### src/rtl/dnoc_pkg.sv
// Shared types and constants for the D-channel NoC receive endpoint.
// Head flit layout, FSM state encoding and the loop-length helper live here.
package dnoc_pkg;

    localparam int FLIT_W = 256;
    localparam int ADDR_W = 13;
    localparam int LEN_W  = 13;
    localparam int LOOP_N = 4;

    // Head flit bit positions (LSB of each field)
    localparam int HD_ROUTE_LSB = 0;
    localparam int HD_RET_BIT   = 12;
    localparam int HD_SEL_BIT   = 13;
    localparam int HD_SRC_LSB   = 14;
    localparam int HD_BASE_LSB  = 18;
    localparam int HD_TGT_LSB   = 31;
    localparam int HD_LEN_LSB   = 43;
    localparam int HD_GAP_LSB   = 56;
    localparam int HD_LLEN_LSB  = 108;
    localparam int HD_SYNC_LSB  = 160;
    localparam int HD_MC_BIT    = 255;

    typedef struct packed {
        logic                            mc;
        logic [82:0]                     rsv;
        logic [11:0]                     sync;
        logic [LOOP_N-1:0][LEN_W-1:0]    loop_len;
        logic [LOOP_N-1:0][ADDR_W-1:0]   loop_gap;
        logic [LEN_W-1:0]                len;
        logic [11:0]                     tgt;
        logic [ADDR_W-1:0]               base;
        logic [3:0]                      src;
        logic                            sel;
        logic                            ret;
        logic [11:0]                     route;
    } dnoc_head_t;

    typedef enum logic [2:0] {
        HEAD  = 3'd0,
        WR    = 3'd1,
        RCORE = 3'd2,
        RDMA  = 3'd3,
        DROP  = 3'd4
    } dnoc_state_e;

    // Index of the last count of a loop level; a length of 0 behaves as 1.
    function automatic logic [LEN_W-1:0] loop_last_idx(input logic [LEN_W-1:0] len);
        return (len == '0) ? '0 : len - LEN_W'(1);
    endfunction

endpackage

### src/rtl/dnoc_loop_addr_gen.sv
// Four-level nested-loop address generator for incoming write packets.
// Level 3 is innermost; each level keeps its offset (count * gap) as a
// running sum so no multipliers are needed.
module dnoc_loop_addr_gen
    import dnoc_pkg::*;
(
    input  logic                          clk,
    input  logic                          rst_n,
    input  logic                          start,
    input  logic                          step,
    input  logic [ADDR_W-1:0]             base,
    input  logic [LOOP_N-1:0][LEN_W-1:0]  len,
    input  logic [LOOP_N-1:0][ADDR_W-1:0] gap,
    output logic [ADDR_W-1:0]             addr
);

    logic [LOOP_N-1:0][LEN_W-1:0]  cnt_q;
    logic [LOOP_N-1:0][ADDR_W-1:0] off_q;
    logic [LOOP_N-1:0]             wrap;
    logic [LOOP_N-1:0]             carry;
    logic [ADDR_W-1:0]             sum;

    // Per-level wrap detect and carry chain from the innermost level outward
    always_comb begin
        wrap  = '0;
        carry = '0;
        for (int i = 0; i < LOOP_N; i++) begin
            wrap[i] = (cnt_q[i] == loop_last_idx(len[i]));
        end
        carry[LOOP_N-1] = step;
        for (int i = LOOP_N - 1; i > 0; i--) begin
            carry[i-1] = carry[i] & wrap[i];
        end
    end

    // Counters and partial offsets advance on carry, cleared on a new head
    always_ff @(posedge clk or negedge rst_n) begin
        if (!rst_n) begin
            cnt_q <= '0;
            off_q <= '0;
        end else if (start) begin
            cnt_q <= '0;
            off_q <= '0;
        end else begin
            for (int i = 0; i < LOOP_N; i++) begin
                if (carry[i]) begin
                    if (wrap[i]) begin
                        cnt_q[i] <= '0;
                        off_q[i] <= '0;
                    end else begin
                        cnt_q[i] <= cnt_q[i] + LEN_W'(1);
                        off_q[i] <= off_q[i] + gap[i];
                    end
                end
            end
        end
    end

    // Final address is base plus all level offsets, wrapping at the address width
    always_comb begin
        sum = base;
        for (int i = 0; i < LOOP_N; i++) begin
            sum = sum + off_q[i];
        end
    end

    assign addr = sum;

endmodule

### src/rtl/dnoc_itf_in_d_channel.sv
// Receive end of the D-channel NoC link: decodes head flits and steers body
// flits to the local write, core read-return or DMA read-return port.
// Optional beat-length checking is enabled with DNOC_IN_LEN_CHECK_EN.
module dnoc_itf_in_d_channel
    import dnoc_pkg::*;
#(
    parameter logic [3:0] NODE_ID = 4'd0,
    parameter logic [3:0] DMA_ID  = 4'b1101
) (
    input  logic              clk,
    input  logic              rst_n,
    input  logic [FLIT_W-1:0] out_flit,
    input  logic              out_last,
    input  logic              out_valid,
    output logic              out_ready,
    output logic [ADDR_W-1:0] lw_addr,
    output logic [FLIT_W-1:0] lw_data,
    output logic              lw_valid,
    output logic              lw_last,
    input  logic              lw_ready,
    output logic [FLIT_W-1:0] core_rd_noc_in_data,
    output logic              core_rd_noc_in_valid,
    output logic              core_rd_noc_in_last,
    input  logic              core_rd_noc_in_ready,
    output logic [FLIT_W-1:0] dma_wr_noc_in_data,
    output logic              dma_wr_noc_in_valid,
    output logic              dma_wr_noc_in_last,
    input  logic              dma_wr_noc_in_ready,
    output logic              hd_start,
    output logic [3:0]        hd_src_node,
    output logic              hd_src_is_dma_node,
    output logic              hd_src_dma,
    output logic [11:0]       hd_sync_target,
    output logic              err_misroute,
    output logic              err_len
);

    dnoc_state_e                   state_q, state_d;
    dnoc_head_t                    head_in;
    logic                          run_q;
    logic                          head_acc;
    logic                          body_beat;
    logic                          tgt_match;
    logic [ADDR_W-1:0]             base_q;
    logic [LOOP_N-1:0][LEN_W-1:0]  loop_len_q;
    logic [LOOP_N-1:0][ADDR_W-1:0] loop_gap_q;
    logic                          unused_head_bits;

    assign head_in   = out_flit;
    assign tgt_match = (head_in.tgt[3:0] == NODE_ID);
    assign head_acc  = (state_q == HEAD) && out_valid && out_ready;
    assign body_beat = (state_q != HEAD) && out_valid && out_ready;
    assign unused_head_bits = ^{head_in.mc, head_in.rsv, head_in.route, head_in.tgt[11:4]};

    // Link is held off during and just after reset until the first clock edge
    always_ff @(posedge clk or negedge rst_n) begin
        if (!rst_n) run_q <= 1'b0;
        else        run_q <= 1'b1;
    end

    // State register
    always_ff @(posedge clk or negedge rst_n) begin
        if (!rst_n) state_q <= HEAD;
        else        state_q <= state_d;
    end

    // Next-state decode and zero-latency steering of the link to one sink
    always_comb begin
        state_d              = state_q;
        out_ready            = 1'b0;
        lw_valid             = 1'b0;
        lw_last              = 1'b0;
        lw_data              = '0;
        core_rd_noc_in_valid = 1'b0;
        core_rd_noc_in_last  = 1'b0;
        core_rd_noc_in_data  = '0;
        dma_wr_noc_in_valid  = 1'b0;
        dma_wr_noc_in_last   = 1'b0;
        dma_wr_noc_in_data   = '0;
        case (state_q)
            HEAD: begin
                out_ready = run_q;
                if (out_valid && run_q && !out_last) begin
                    if (!head_in.ret) state_d = tgt_match ? WR : DROP;
                    else              state_d = head_in.sel ? RDMA : RCORE;
                end
            end
            WR: begin
                out_ready = lw_ready;
                lw_valid  = out_valid;
                lw_last   = out_last;
                lw_data   = out_flit;
                if (out_valid && lw_ready && out_last) state_d = HEAD;
            end
            RCORE: begin
                out_ready            = core_rd_noc_in_ready;
                core_rd_noc_in_valid = out_valid;
                core_rd_noc_in_last  = out_last;
                core_rd_noc_in_data  = out_flit;
                if (out_valid && core_rd_noc_in_ready && out_last) state_d = HEAD;
            end
            RDMA: begin
                out_ready           = dma_wr_noc_in_ready;
                dma_wr_noc_in_valid = out_valid;
                dma_wr_noc_in_last  = out_last;
                dma_wr_noc_in_data  = out_flit;
                if (out_valid && dma_wr_noc_in_ready && out_last) state_d = HEAD;
            end
            DROP: begin
                out_ready = 1'b1;
                if (out_valid && out_last) state_d = HEAD;
            end
            default: state_d = HEAD;
        endcase
    end

    // Latch head fields on accept; sync target only updates for return packets
    always_ff @(posedge clk or negedge rst_n) begin
        if (!rst_n) begin
            hd_src_node    <= '0;
            hd_src_dma     <= 1'b0;
            hd_sync_target <= '0;
            base_q         <= '0;
            loop_len_q     <= '0;
            loop_gap_q     <= '0;
        end else if (head_acc) begin
            hd_src_node <= head_in.src;
            hd_src_dma  <= head_in.sel;
            base_q      <= head_in.base;
            loop_len_q  <= head_in.loop_len;
            loop_gap_q  <= head_in.loop_gap;
            if (head_in.ret) hd_sync_target <= head_in.sync;
        end
    end

    // One-cycle head-accept and misroute pulses
    always_ff @(posedge clk or negedge rst_n) begin
        if (!rst_n) begin
            hd_start     <= 1'b0;
            err_misroute <= 1'b0;
        end else begin
            hd_start     <= head_acc;
            err_misroute <= head_acc && !head_in.ret && !tgt_match;
        end
    end

    assign hd_src_is_dma_node = (hd_src_node == DMA_ID);

    dnoc_loop_addr_gen u_addr_gen (
        .clk   (clk),
        .rst_n (rst_n),
        .start (head_acc),
        .step  ((state_q == WR) && out_valid && lw_ready),
        .base  (base_q),
        .len   (loop_len_q),
        .gap   (loop_gap_q),
        .addr  (lw_addr)
    );

`ifdef DNOC_IN_LEN_CHECK_EN
    logic [LEN_W-1:0] beat_cnt_q;
    logic [LEN_W-1:0] len_q;
    logic             len_chk_q;

    // Count body beats and flag a length mismatch the cycle after the last beat
    always_ff @(posedge clk or negedge rst_n) begin
        if (!rst_n) begin
            beat_cnt_q <= '0;
            len_q      <= '0;
            len_chk_q  <= 1'b0;
            err_len    <= 1'b0;
        end else begin
            err_len <= body_beat && out_last && len_chk_q &&
                       ((beat_cnt_q + LEN_W'(1)) != len_q);
            if (head_acc) begin
                beat_cnt_q <= '0;
                len_q      <= head_in.len;
                len_chk_q  <= !head_in.ret || (head_in.len != '0);
            end else if (body_beat) begin
                beat_cnt_q <= beat_cnt_q + LEN_W'(1);
            end
        end
    end
`else
    assign err_len = 1'b0;
`endif

endmodule
### config.mk
export PLATFORM = sky130hd
export DESIGN_NAME = dnoc_itf_in_d_channel
export DESIGN_NICKNAME = d
export VERILOG_FILES = /design/src/rtl/dnoc_pkg.sv /design/src/rtl/dnoc_loop_addr_gen.sv /design/src/rtl/dnoc_itf_in_d_channel.sv
export SDC_FILE = /design/constraint.sdc
export NUM_CORES = 1
export LEC_CHECK = 0
export ABC_AREA = 1
export BUFFER_PORTS_ARGS = -buffer_cell sky130_fd_sc_hd__buf_2
export CAP_MARGIN = 40
export CORE_AREA = 2 2 414 416
export CTS_BUF_LIST = sky130_fd_sc_hd__clkbuf_8
export DETAILED_ROUTE_END_ITERATION = 12
export DIE_AREA = 0 0 416 418
export GPL_TIMING_DRIVEN = 0
export HOLD_SLACK_MARGIN = 0.12
export PLACE_DENSITY = 0.36
export SYNTH_ARGS = -nofsm -noshare
export SYNTH_HDL_FRONTEND = slang
export SYNTH_SLANG_ARGS = --single-unit
### constraint.sdc
create_clock -name clk -period 11.3 [get_ports clk]
set_input_delay 2.26 -clock clk [delete_from_list [all_inputs] [get_ports clk]]
set_output_delay 2.26 -clock clk [all_outputs]
set_load 0.005 [all_outputs]
==> impl_metrics.py, run 1 <==
metrics = {
    "placed_design": {
        "place_hpwl_um": 145000,
        "portBuffers": 1070,
        "place_congestion": 0.963,
    },
    "routing": {
        "ant_nets": 0,
        "dr.pass1.iters": 7,
        "route.detailed.drc": 0,
        "drt-wirelength-per-cell_um": 24.7,
        "met2_length_um": 82400,
        "drtIter0Drc": 1652,
        "met3WireLength_um": 10400,
        "drt_wl_total_um": 166000,
        "wl_met1_um": 65400,
        "vias": 25900,
        "top_layer": "met4",
        "viasPerCell": 3.84,
    },
    "clock_tree": {
        "clock-root-buffer": "clkbuf_8",
        "clkLatencyLatePin_ns": 0.74,
        "holdBufCountCts": 0,
        "clock_path_buffers": 3,
        "cts_buffers": 52,
        "post_cts_resized": 0,
        "post_cts_buffers": 0,
        "cts_tree": "yes",
        "cts_sinks": 244,
        "clk_pin_slew_worst_paths_ns": 0.06,
        "htreeDepth": 2,
    },
    "global_route": {
        "antenna_found_initial": 48,
        "globalRouteOverflowTotal": 0,
        "grt_max_degree": 99,
        "first_global_vias": 25000,
        "grt_first_pass_wirelength_um": 217000,
        "grt_use_total": 0.184,
    },
    "critical_path": {
        "cp-end-kind": "output port",
        "rr_worst_depth": 10,
        "start_kind": "flip-flop",
        "cp.required_ns": 9.04,
        "r2r_end": "hd_src_node[3]",
        "r2r_start": "state_q[1]",
        "crit_fanout": 4,
        "ff2ff_setup_slack_ns": 8.05,
        "arrival_ns": 5.34,
        "crit_type": "flip-flop to output port",
    },
    "floorplan": {
        "die_h_um": 418,
        "ios": 1072,
        "dieWidth_um": 416,
        "dieArea_um2": 174000,
        "coreArea_um2": 169000,
        "start_util": 0.122,
        "rows": 151,
    },
    "layout": {
        "area_growth_pct": 47.0,
        "seqCellArea_um2": 6110,
        "final_util": 0.180,
        "multiInputGateArea_um2": 11900,
        "fin_nets": 4823,
        "drive_gt1_frac": 0.281,
        "n_fill_cell": 19800,
    },
    "yosys": {
        "synth-simple-area-share": 0.379,
        "ys_seq_area_frac": 0.295,
        "synth_mux_area_frac": 0,
        "synth_top_family_by_area": "simple AND/OR/NAND/NOR gates",
        "synth-compound-area-share": 0.0711,
        "synth_top_area_frac": 0.295,
        "synthDistinctLibCells": 45,
        "ys_ff_latch": 244,
        "async_flop_share": 1.00,
        "synth-edff-count": 0,
        "syn-num-nets": 3678,
        "ys.flop_type": "dfrtp_1",
        "synth_area_per_cell_um2": 6.26,
        "yosys.area.top_type": "dfrtp_1",
        "synthXorXnorAreaFrac": 0.0448,
        "synthAdderAreaFrac": 0.0814,
        "yosys_warnings": 0,
        "synth_area_um2": 20700,
        "syn_inst": 3304,
        "synthTopCellsByArea": "dfrtp_1, nor2_1, nand2_1",
    },
    "worst_hold_path": {
        "hold_path_class": "flip-flop to flip-flop",
        "hp-start": "loop_len_q[39]",
        "hold-path-cell-count": 2,
        "hold_path_end": "loop_len_q[39]",
    },
    "sta": {
        "period_share": 0.673,
        "finalClockSkew_ns": 0.0567,
        "fin_setup_tns_ns": 0,
        "finalHoldViolations": 0,
        "setup_viol": 0,
        "rsz0062_at_grt": "false",
        "slew_violations": 0,
        "clock.fmax_mhz": 132,
        "relSlewSlack": 0.409,
        "worstMarginPinSlew_ns": 0.886,
        "layout_min_cycle_time_ns": 7.60,
        "holdWs_ns": 0.485,
    },
    "power": {
        "power_density_nw_per_um2": 211,
        "ir_drop_v": 0.0000824,
        "leakage_nw": 17.9,
    },
    "flow_run": {
        "max_cap_violations": 0,
    },
    "status": {
        "status": "completed",
    },
}
[stage by stage]
| step | setup slack (ns) | cell area [µm²] | total power, mW | std cells |
|---|---|---|---|---|
| after floorplan | 5.47 | 20700 | 3.44 | 3304 |
| after global placement | 2.42 | 28800 | 5.34 | 6592 |
| after detailed placement | 4.41 | 29100 | 5.40 | 6613 |
| after CTS | 3.54 | 30300 | 6.59 | 6708 |
| after global routing | 3.32 | 30300 | 7.01 | 6714 |
| final | 3.70 | 30400 | 6.42 | 6739 |
[placed cells by master (no fill, tap or decap), types with 5 or more instances in the layout]
master | netlist | final
nor2_1 | 952 | 952
nand3_1 | 164 | 164
nor4_1 | 5 | 5
xnor2_1 | 25 | 25
nor3_1 | 26 | 26
nand2_2 | 8 | 8
clkinv_2 | 0 | 7
nand3b_1 | 7 | 7
clkbuf_1 | 103 | 100
nand3_2 | 5 | 5
nand2_1 | 634 | 634
buf_6 | 14 | 23
buf_1 | 11 | 10
nand4_1 | 71 | 71
fa_1 | 39 | 39
nand2_4 | 5 | 5
inv_1 | 506 | 519
ha_1 | 72 | 72
diode_2 | 0 | 31
buf_8 | 0 | 11
o21ai_0 | 174 | 174
o21bai_1 | 14 | 14
dfrtp_1 | 244 | 244
buf_2 | 18 | 1088
buf_4 | 7 | 7
nor2_2 | 15 | 15
a21oi_1 | 50 | 50
o22ai_1 | 16 | 16
clkbuf_8 | 0 | 67
xor2_1 | 77 | 77
[worst max path at each step]
stage,start,endpoint,slack [ns],cells past startpoint
after CTS,u_addr_gen.off_q[1],lw_addr[11],3.54,18
final,u_addr_gen.off_q[1],lw_addr[11],3.70,18
after global routing,u_addr_gen.off_q[1],lw_addr[11],3.32,18
after floorplan,u_addr_gen.off_q[1],lw_addr[11],5.47,17
after global placement,rst_n,loop_len_q[28],2.42,1
after detailed placement,u_addr_gen.off_q[1],lw_addr[11],4.41,18
[worst max-delay path: stages (launching register included)]
cell,delay [ns]
dfrtp_1,0.42
inv_1,0.11
fa_1,0.60
fa_1,0.47
fa_1,0.44
inv_1,0.07
ha_1,0.18
inv_1,0.07
fa_1,0.46
o21ai_0,0.31
nand2_1,0.09
nand2_1,0.09
a21oi_1,0.10
o21ai_0,0.29
a21oi_1,0.11
nor2_1,0.10
nor2_1,0.06
xnor2_1,0.42
buf_2,0.23
[power by group]
group,switching (mW),internal [mW],total [mW]
combinational,2.58,1.28,3.86
clock,0.499,0.629,1.13
sequential,0.289,1.14,1.43
[per-layer routing]
metal | up-vias | global-route usage
met2 | 927 | 0.322
met1 | 12300 | 0.218
met5 | - | 0
met3 | 210 | 0.0317
met4 | 0 | 0.0805
li1 | 12400 | -
[layout make-up]
type,count,area share
Multi-Input combinational cell,2397,0.392
Sequential cell,244,0.201
Timing Repair Buffer,1091,0.187
Tap cell,2218,0.0914
Inverter,510,0.0630
Clock buffer,67,0.0304
Buffer,153,0.0241
Clock inverter,28,0.00853
Antenna cell,31,0.00255
[cells by family (layout without fill, tap and decap cells)]
logic type | after synthesis | after routing
xor+xnor | 104 | 104
compound gates | 273 | 273
flops | 244 | 244
fa+ha+maj | 111 | 111
other cells | 2 | 33
simple gates | 1907 | 1907
buf+inv | 663 | 1849
[flip-flops by register name (all words and copies together), names as in the netlist]
name / count
hd_src_node: 4
hd_src_dma: 1
loop_gap_q: 52
loop_len_q: 52
hd_start: 1
base_q: 13
u_addr_gen.off_q: 52
err_misroute: 1
state_q: 3
run_q: 1
u_addr_gen.cnt_q: 52
hd_sync_target: 12
[synthesized netlist by cell type (4+ instances only)]
cell type,number
o21bai_1,14
nor4_1,5
dfrtp_1,244
xor2_1,77
nand2_4,5
nand3_1,164
o21ai_0,174
buf_4,7
nor3_1,26
buf_2,18
buf_1,11
nand3b_1,7
a21oi_1,50
clkbuf_1,103
o22ai_1,16
ha_1,72
nand3_2,5
and2_1,4
xnor2_1,25
buf_6,14
inv_1,506
nor2_2,15
nand2_1,634
nor2_1,952
fa_1,39
inv_2,4
nand2_2,8
nor2_4,4
nand4_1,71
No activity file was read; power rests on OpenSTA's default activity.
==> run 2, diff against run 1 <==
--- a/config.mk
+++ b/config.mk
@@ -14,7 +14,7 @@
 export DIE_AREA = 0 0 416 418
 export GPL_TIMING_DRIVEN = 0
 export HOLD_SLACK_MARGIN = 0.12
-export PLACE_DENSITY = 0.36
+export PLACE_DENSITY = 0.37
 export SYNTH_ARGS = -nofsm -noshare
 export SYNTH_HDL_FRONTEND = slang
 export SYNTH_SLANG_ARGS = --single-unit
==> constraint.sdc (replaced) <==
create_clock -name clk -period 6.2 [get_ports clk]
set_input_delay 1.24 -clock clk [delete_from_list [all_inputs] [get_ports clk]]
set_output_delay 1.24 -clock clk [all_outputs]
set_load 0.005 [all_outputs]
==> run 2 against run 1 <==
Against the previous run: first-iteration DRC count decreased by 1.3%; clock power up 100%; worst hold slack worse by 0.21 ns; utilization increased by 0.087 points; non-clock buffer count down 1; critical path depth did not move; clock skew fell by 0.0081 ns; register-to-register slack lost 5.1 ns; largest cell class unchanged; largest power group unchanged.
==> impl_metrics.py, run 2 (synthesized netlist as in run 1, its figures left out) <==
metrics = {
    "layout": {
        "drive_gt1_frac": 0.285,
        "final_cell_mix": "buf_2, nor2_1, nand2_1, inv_1, dfrtp_1",
        "fin_cells": 6725,
        "final_common_cell": "buf_2",
        "fin_nets": 4826,
        "area_growth_pct": 47.7,
    },
    "placed_design": {
        "dpl.cell_count": 6610,
        "preCtsSetupSlack_ns": 0.370,
        "portBuffers": 1070,
        "place_hpwl_um": 141000,
        "place_congestion": 0.986,
    },
    "clock_tree": {
        "holdBufCountCts": 0,
        "clk_pin_slew_worst_paths_ns": 0.06,
        "htreeDepth": 2,
        "cts_buffers": 56,
        "cts_tree": "yes",
        "clock_path_buffers": 3,
        "clock-root-buffer": "clkbuf_8",
        "clkLatencyLatePin_ns": 0.74,
        "cts_sinks": 244,
    },
    "power": {
        "power_density_nw_per_um2": 394,
        "ir_drop_v": 0.000136,
        "leakage_nw": 18.0,
    },
    "routing": {
        "drtIter0Drc": 1630,
        "drt_wl_total_um": 162000,
        "dr.pass1.iters": 8,
        "drt-wirelength-per-cell_um": 24.0,
        "route.detailed.drc": 0,
        "viasPerCell": 3.86,
        "vias": 25900,
        "ant_nets": 0,
    },
    "global_route": {
        "grt_first_pass_wirelength_um": 213000,
        "first_global_vias": 25000,
        "grt_use_total": 0.178,
        "antenna_found_initial": 31,
        "grt_max_degree": 104,
        "globalRouteOverflowTotal": 0,
    },
    "sta": {
        "layout_min_cycle_time_ns": 5.90,
        "setup_viol": 0,
        "fin_ws_ns": 0.302,
        "rsz0062_at_grt": "true",
        "clock.fmax_mhz": 170,
        "slew_violations": 0,
        "worstMarginPinSlew_ns": 0.875,
        "finalClockSkew_ns": 0.0486,
        "period_share": 0.951,
        "finalHoldViolations": 0,
        "relSlewSlack": 0.417,
    },
    "floorplan": {
        "coreArea_um2": 169000,
        "dieWidth_um": 416,
        "ios": 1072,
        "start_util": 0.122,
        "dieArea_um2": 174000,
        "rows": 151,
        "die_h_um": 418,
    },
    "worst_hold_path": {
        "hold_path_class": "input port to async pin",
    },
    "critical_path": {
        "start_kind": "flip-flop",
        "cp_slowest_cell": "fa_1",
        "crit_type": "flip-flop to output port",
        "crit_chain": "fa_1 > inv_1 > fa_1 > fa_1 > inv_1 > ha_1 > inv_1 > fa_2 > o21ai_2 > nand2_1 > nand2_1 > a21oi_2 > o21ai_2 > a21oi_1 > nor2_1 > nor2_1 > xnor2_2 > buf_2",
        "arrival_ns": 4.66,
        "cp-end-kind": "output port",
        "crit_fanout": 2,
        "cp.required_ns": 4.96,
        "slowest_delay_ns": 0.51,
    },
    "status": {
        "status": "completed",
    },
    "flow_run": {
        "max_cap_violations": 0,
    },
}
[run 2: cell types whose count changed in the layout (fill, tap and decap cells not counted), sizes merged]
| cell | before | now |
|---|---|---|
| buf | 1141 | 1140 |
| clkbuf | 170 | 175 |
| diode | 31 | 10 |
| bufinv | 4 | 7 |
[run 2: repair_timing]
| item | 4_1_cts | 5_1_grt |
|---|---|---|
| buffers inserted | 0 | 2 |
| resized for setup | 8 | 5 |
| pin swaps | 3 | 4 |
| cloned | 0 | 0 |
| endpoints found under the setup margin | 4 | 3 |
[run 2: path summary, 6_finish.rpt]
path	startpoint	slack, ns	end	cells past startpoint
setup / recovery	base_q[0]	0.30	lw_addr[11]	18
hold / removal	rst_n	0.27	loop_len_q[14]	1
setup reg to reg	state_q[1]	2.97	loop_gap_q[51]	10
hold reg to reg	base_q[7]	0.48	base_q[7]	2
max in group asynchronous	rst_n	4.34	loop_len_q[41]	4
min in group clk	base_q[7]	0.48	base_q[7]	2
[run 2: stage by stage]
step | total power [mW] | util | setup TNS, ns | hold slack (ns) | cell area (µm²)
finish | 12.0 | 0.181 | 0 | 0.274 | 30500
floorplan | 6.28 | - | 0 | 0.453 | 20700
global route | 13.1 | 0.180 | -0.0397 | 0.202 | 30500
detailed placement | 9.91 | 0.172 | 0 | 0.473 | 29100
global placement | 9.83 | 0.170 | -374.25 | 0.469 | 28800
CTS | 12.3 | 0.180 | -0.0500 | 0.187 | 30500
[run 2: worst max-delay path, delay by kind of cell (launching register included)]
family	cells	cell delay, ns
DFF	1	0.46
buffers and inverters	4	0.43
adders and majority gates	5	1.96
AOI/OAI and AO/OA	4	0.51
and+or+nand+nor	4	0.32
xor gates and xnor gates	1	0.24
[run 2: layout make-up]
class / count / area, µm²
repair buffers: 1090 / 5660
diodes: 10 / 25.0
plain buffers: 153 / 737
clock buffers: 72 / 991
clock inverters: 31 / 359
fillers: 19900 / 139000
inverters: 510 / 1910
multi-input cells: 2397 / 12000
well taps: 2218 / 2780
flip-flops and latches: 244 / 6110
[run 2: report_power, final]
| group | internal (mW) | switching, mW | leakage, nW | total [mW] |
|---|---|---|---|---|
| clock | 1.35 | 0.951 | 0.737 | 2.30 |
| sequential | 2.08 | 0.552 | 3.19 | 2.63 |
| combinational | 2.35 | 4.75 | 14.1 | 7.10 |
[run 2: layer usage]
metal / wire (µm) / part of all wire / vias up / GRT usage
li1: - / - / 12400 / -
met1: 64700 / 0.40 / 12400 / 0.211
met2: 80400 / 0.50 / 919 / 0.314
met3: 8140 / 0.050 / 195 / 0.0297
met4: 8270 / 0.051 / 2 / 0.0794
met5: 13 / 0.000080 / - / 0
==> run 3, diff against run 2 <==
--- a/config.mk
+++ b/config.mk
@@ -7,9 +7,9 @@
 export LEC_CHECK = 0
 export ABC_AREA = 1
 export BUFFER_PORTS_ARGS = -buffer_cell sky130_fd_sc_hd__buf_2
-export CAP_MARGIN = 40
+export CAP_MARGIN = 10
 export CORE_AREA = 2 2 414 416
-export CTS_BUF_LIST = sky130_fd_sc_hd__clkbuf_8
+export CTS_BUF_LIST = sky130_fd_sc_hd__clkbuf_4
 export DETAILED_ROUTE_END_ITERATION = 12
 export DIE_AREA = 0 0 416 418
 export GPL_TIMING_DRIVEN = 0
==> run 3 against run 2 <==
Against the previous run: sequential share of layout area increased by 0.23 points; clock-buffer cell count is 39 higher; clock skew rose by 0.034 ns; utilization decreased by 0.21 points; global-route usage increased by 0.13 points; worst setup slack got worse by 0.094 ns; combinational power rose by 0.6%; fmax fell by 1.6%; via count rose by 0.75%; final cell count rose by 0.54%; highest routed layer unchanged; register-to-register slack got worse by 0.80 ns; flip-flop and latch count unchanged.
==> impl_metrics.py, run 3 (synthesized netlist as in run 1, its figures left out) <==
metrics = {
    "status": {
        "status": "completed",
    },
    "power": {
        "total_power_mw": 11.5,
        "leakage_nw": 17.9,
        "power_density_nw_per_um2": 382,
        "ir_drop_v": 0.000142,
    },
    "worst_hold_path": {
        "hold_path_class": "flip-flop to flip-flop",
        "hold_path_end": "hd_src_dma",
        "hold-path-cell-count": 2,
        "hp-start": "hd_src_dma",
    },
    "sta": {
        "layout_min_cycle_time_ns": 5.99,
        "finalClockSkew_ns": 0.0828,
        "finalHoldViolations": 0,
        "fin_ws_ns": 0.208,
        "setup_viol": 0,
        "rsz0062_at_grt": "true",
        "period_share": 0.966,
        "fin_setup_tns_ns": 0,
        "relSlewSlack": 0.265,
        "slew_violations": 0,
        "worstMarginPinSlew_ns": 1.10,
        "clock.fmax_mhz": 167,
    },
    "routing": {
        "dr.pass1.iters": 6,
        "drt-wirelength-per-cell_um": 24.0,
        "drtIter0Drc": 1513,
        "drt_wl_total_um": 162000,
        "viasPerCell": 3.86,
        "vias": 26100,
        "ant_nets": 0,
        "route.detailed.drc": 0,
    },
    "critical_path": {
        "slowest_delay_ns": 0.53,
        "path_delay_family": "adder cells",
        "crit_fanout": 2,
        "startpoint": "base_q[1]",
        "crit_chain": "inv_2 > fa_2 > fa_1 > fa_1 > inv_1 > ha_2 > inv_2 > fa_2 > o21ai_2 > nand2_1 > nand2_2 > a21oi_2 > o21ai_2 > a21oi_2 > nor2_1 > nor2_1 > xnor2_2 > buf_2",
        "r2r_end": "loop_len_q[35]",
        "rr_worst_depth": 8,
        "cp-end-kind": "output port",
        "r2r_start": "state_q[1]",
        "ff2ff_setup_slack_ns": 2.17,
        "cp.required_ns": 4.96,
        "crit_type": "flip-flop to output port",
        "arrival_ns": 4.75,
        "cp_slowest_cell": "fa_1",
        "path_buf_inv": 4,
        "start_kind": "flip-flop",
    },
    "layout": {
        "seqCellArea_um2": 6110,
        "fin_nets": 4850,
        "multiInputGateArea_um2": 12000,
        "final_common_cell": "buf_2",
        "final_cell_mix": "buf_2, nor2_1, nand2_1, inv_1, dfrtp_1",
        "fin_cells": 6761,
        "n_fill_cell": 19800,
        "fin_area_um2": 30200,
        "area_growth_pct": 46.0,
        "drive_gt1_frac": 0.292,
    },
    "global_route": {
        "first_global_vias": 25200,
        "grt_max_degree": 104,
        "globalRouteOverflowTotal": 0,
        "antenna_found_initial": 36,
        "grt_first_pass_wirelength_um": 214000,
        "grt_use_total": 0.179,
    },
    "clock_tree": {
        "clkLatencyLatePin_ns": 0.98,
        "clock-root-buffer": "clkbuf_4",
        "htreeDepth": 3,
        "clk_pin_slew_worst_paths_ns": 0.05,
        "clock_path_buffers": 3,
        "cts_buffers": 83,
        "cts_tree": "yes",
        "cts_sinks": 244,
    },
    "floorplan": {
        "coreArea_um2": 169000,
        "start_util": 0.122,
        "rows": 151,
        "dieWidth_um": 416,
        "die_h_um": 418,
        "dieArea_um2": 174000,
        "ios": 1072,
    },
    "placed_design": {
        "portBuffers": 1070,
        "placed_area_um2": 29000,
        "preCtsSetupSlack_ns": 0.359,
        "place_congestion": 0.986,
        "place_hpwl_um": 140000,
        "dpl.cell_count": 6599,
    },
    "flow_run": {
        "max_cap_violations": 0,
    },
}
## run 3: metrics by stage
step	utilization	hold WS, ns
6_report	0.178	0.481
5_1_grt	0.178	0.497
4_1_cts	0.178	0.451
3_5_place_dp	0.171	0.477
3_3_place_gp	0.170	0.469
2_1_floorplan	-	0.453
## run 3: what timing repair did
| action | in CTS | in global routing |
|---|---|---|
| gates resized for setup | 25 | 4 |
| setup buffers | 7 | 2 |
| pin swaps | 12 | 6 |
| hold endpoints to repair | 4 | 0 |
| cloned | 0 | 0 |
| setup endpoints to repair | 7 | 4 |
| hold buffers | 1 | 0 |
## run 3: cell type report
class / instances / share of cell area
antenna: 15 / 0.00124
buffer: 153 / 0.0244
clock buffer: 111 / 0.0276
clock inverter: 26 / 0.00444
inverter: 510 / 0.0634
multi-input combinational: 2397 / 0.399
sequential: 244 / 0.202
tap: 2218 / 0.0920
timing repair buffer: 1087 / 0.186
## run 3: worst reg2reg max path, delay by kind of cell (launching register included)
family	cells	cell delay, ns
simple gates	2	0.87
compound gates	3	0.77
buf+inv	3	1.75
flops	1	0.41
## run 3: per-layer routing
metal / GRT usage / share of wire
met4: 0.0812 / 0.047
met5: 0 / 0.00021
met1: 0.213 / 0.40
met3: 0.0265 / 0.051
met2: 0.317 / 0.50
## run 3: how the worst max path moves through the flow
stage / endpoint / depth (start not counted)
finish: lw_addr[11] / 18
global route: lw_addr[11] / 18
CTS: lw_addr[11] / 18
detailed placement: lw_addr[11] / 18
global placement: hd_sync_target[9] / 1
floorplan: lw_addr[11] / 17
## run 3: where the power goes
part | internal [mW] | switching (mW) | total (mW)
combinational | 2.35 | 4.79 | 7.14
sequential | 2.08 | 0.558 | 2.64
clock | 0.833 | 0.902 | 1.73
total | 5.27 | 6.25 | 11.5
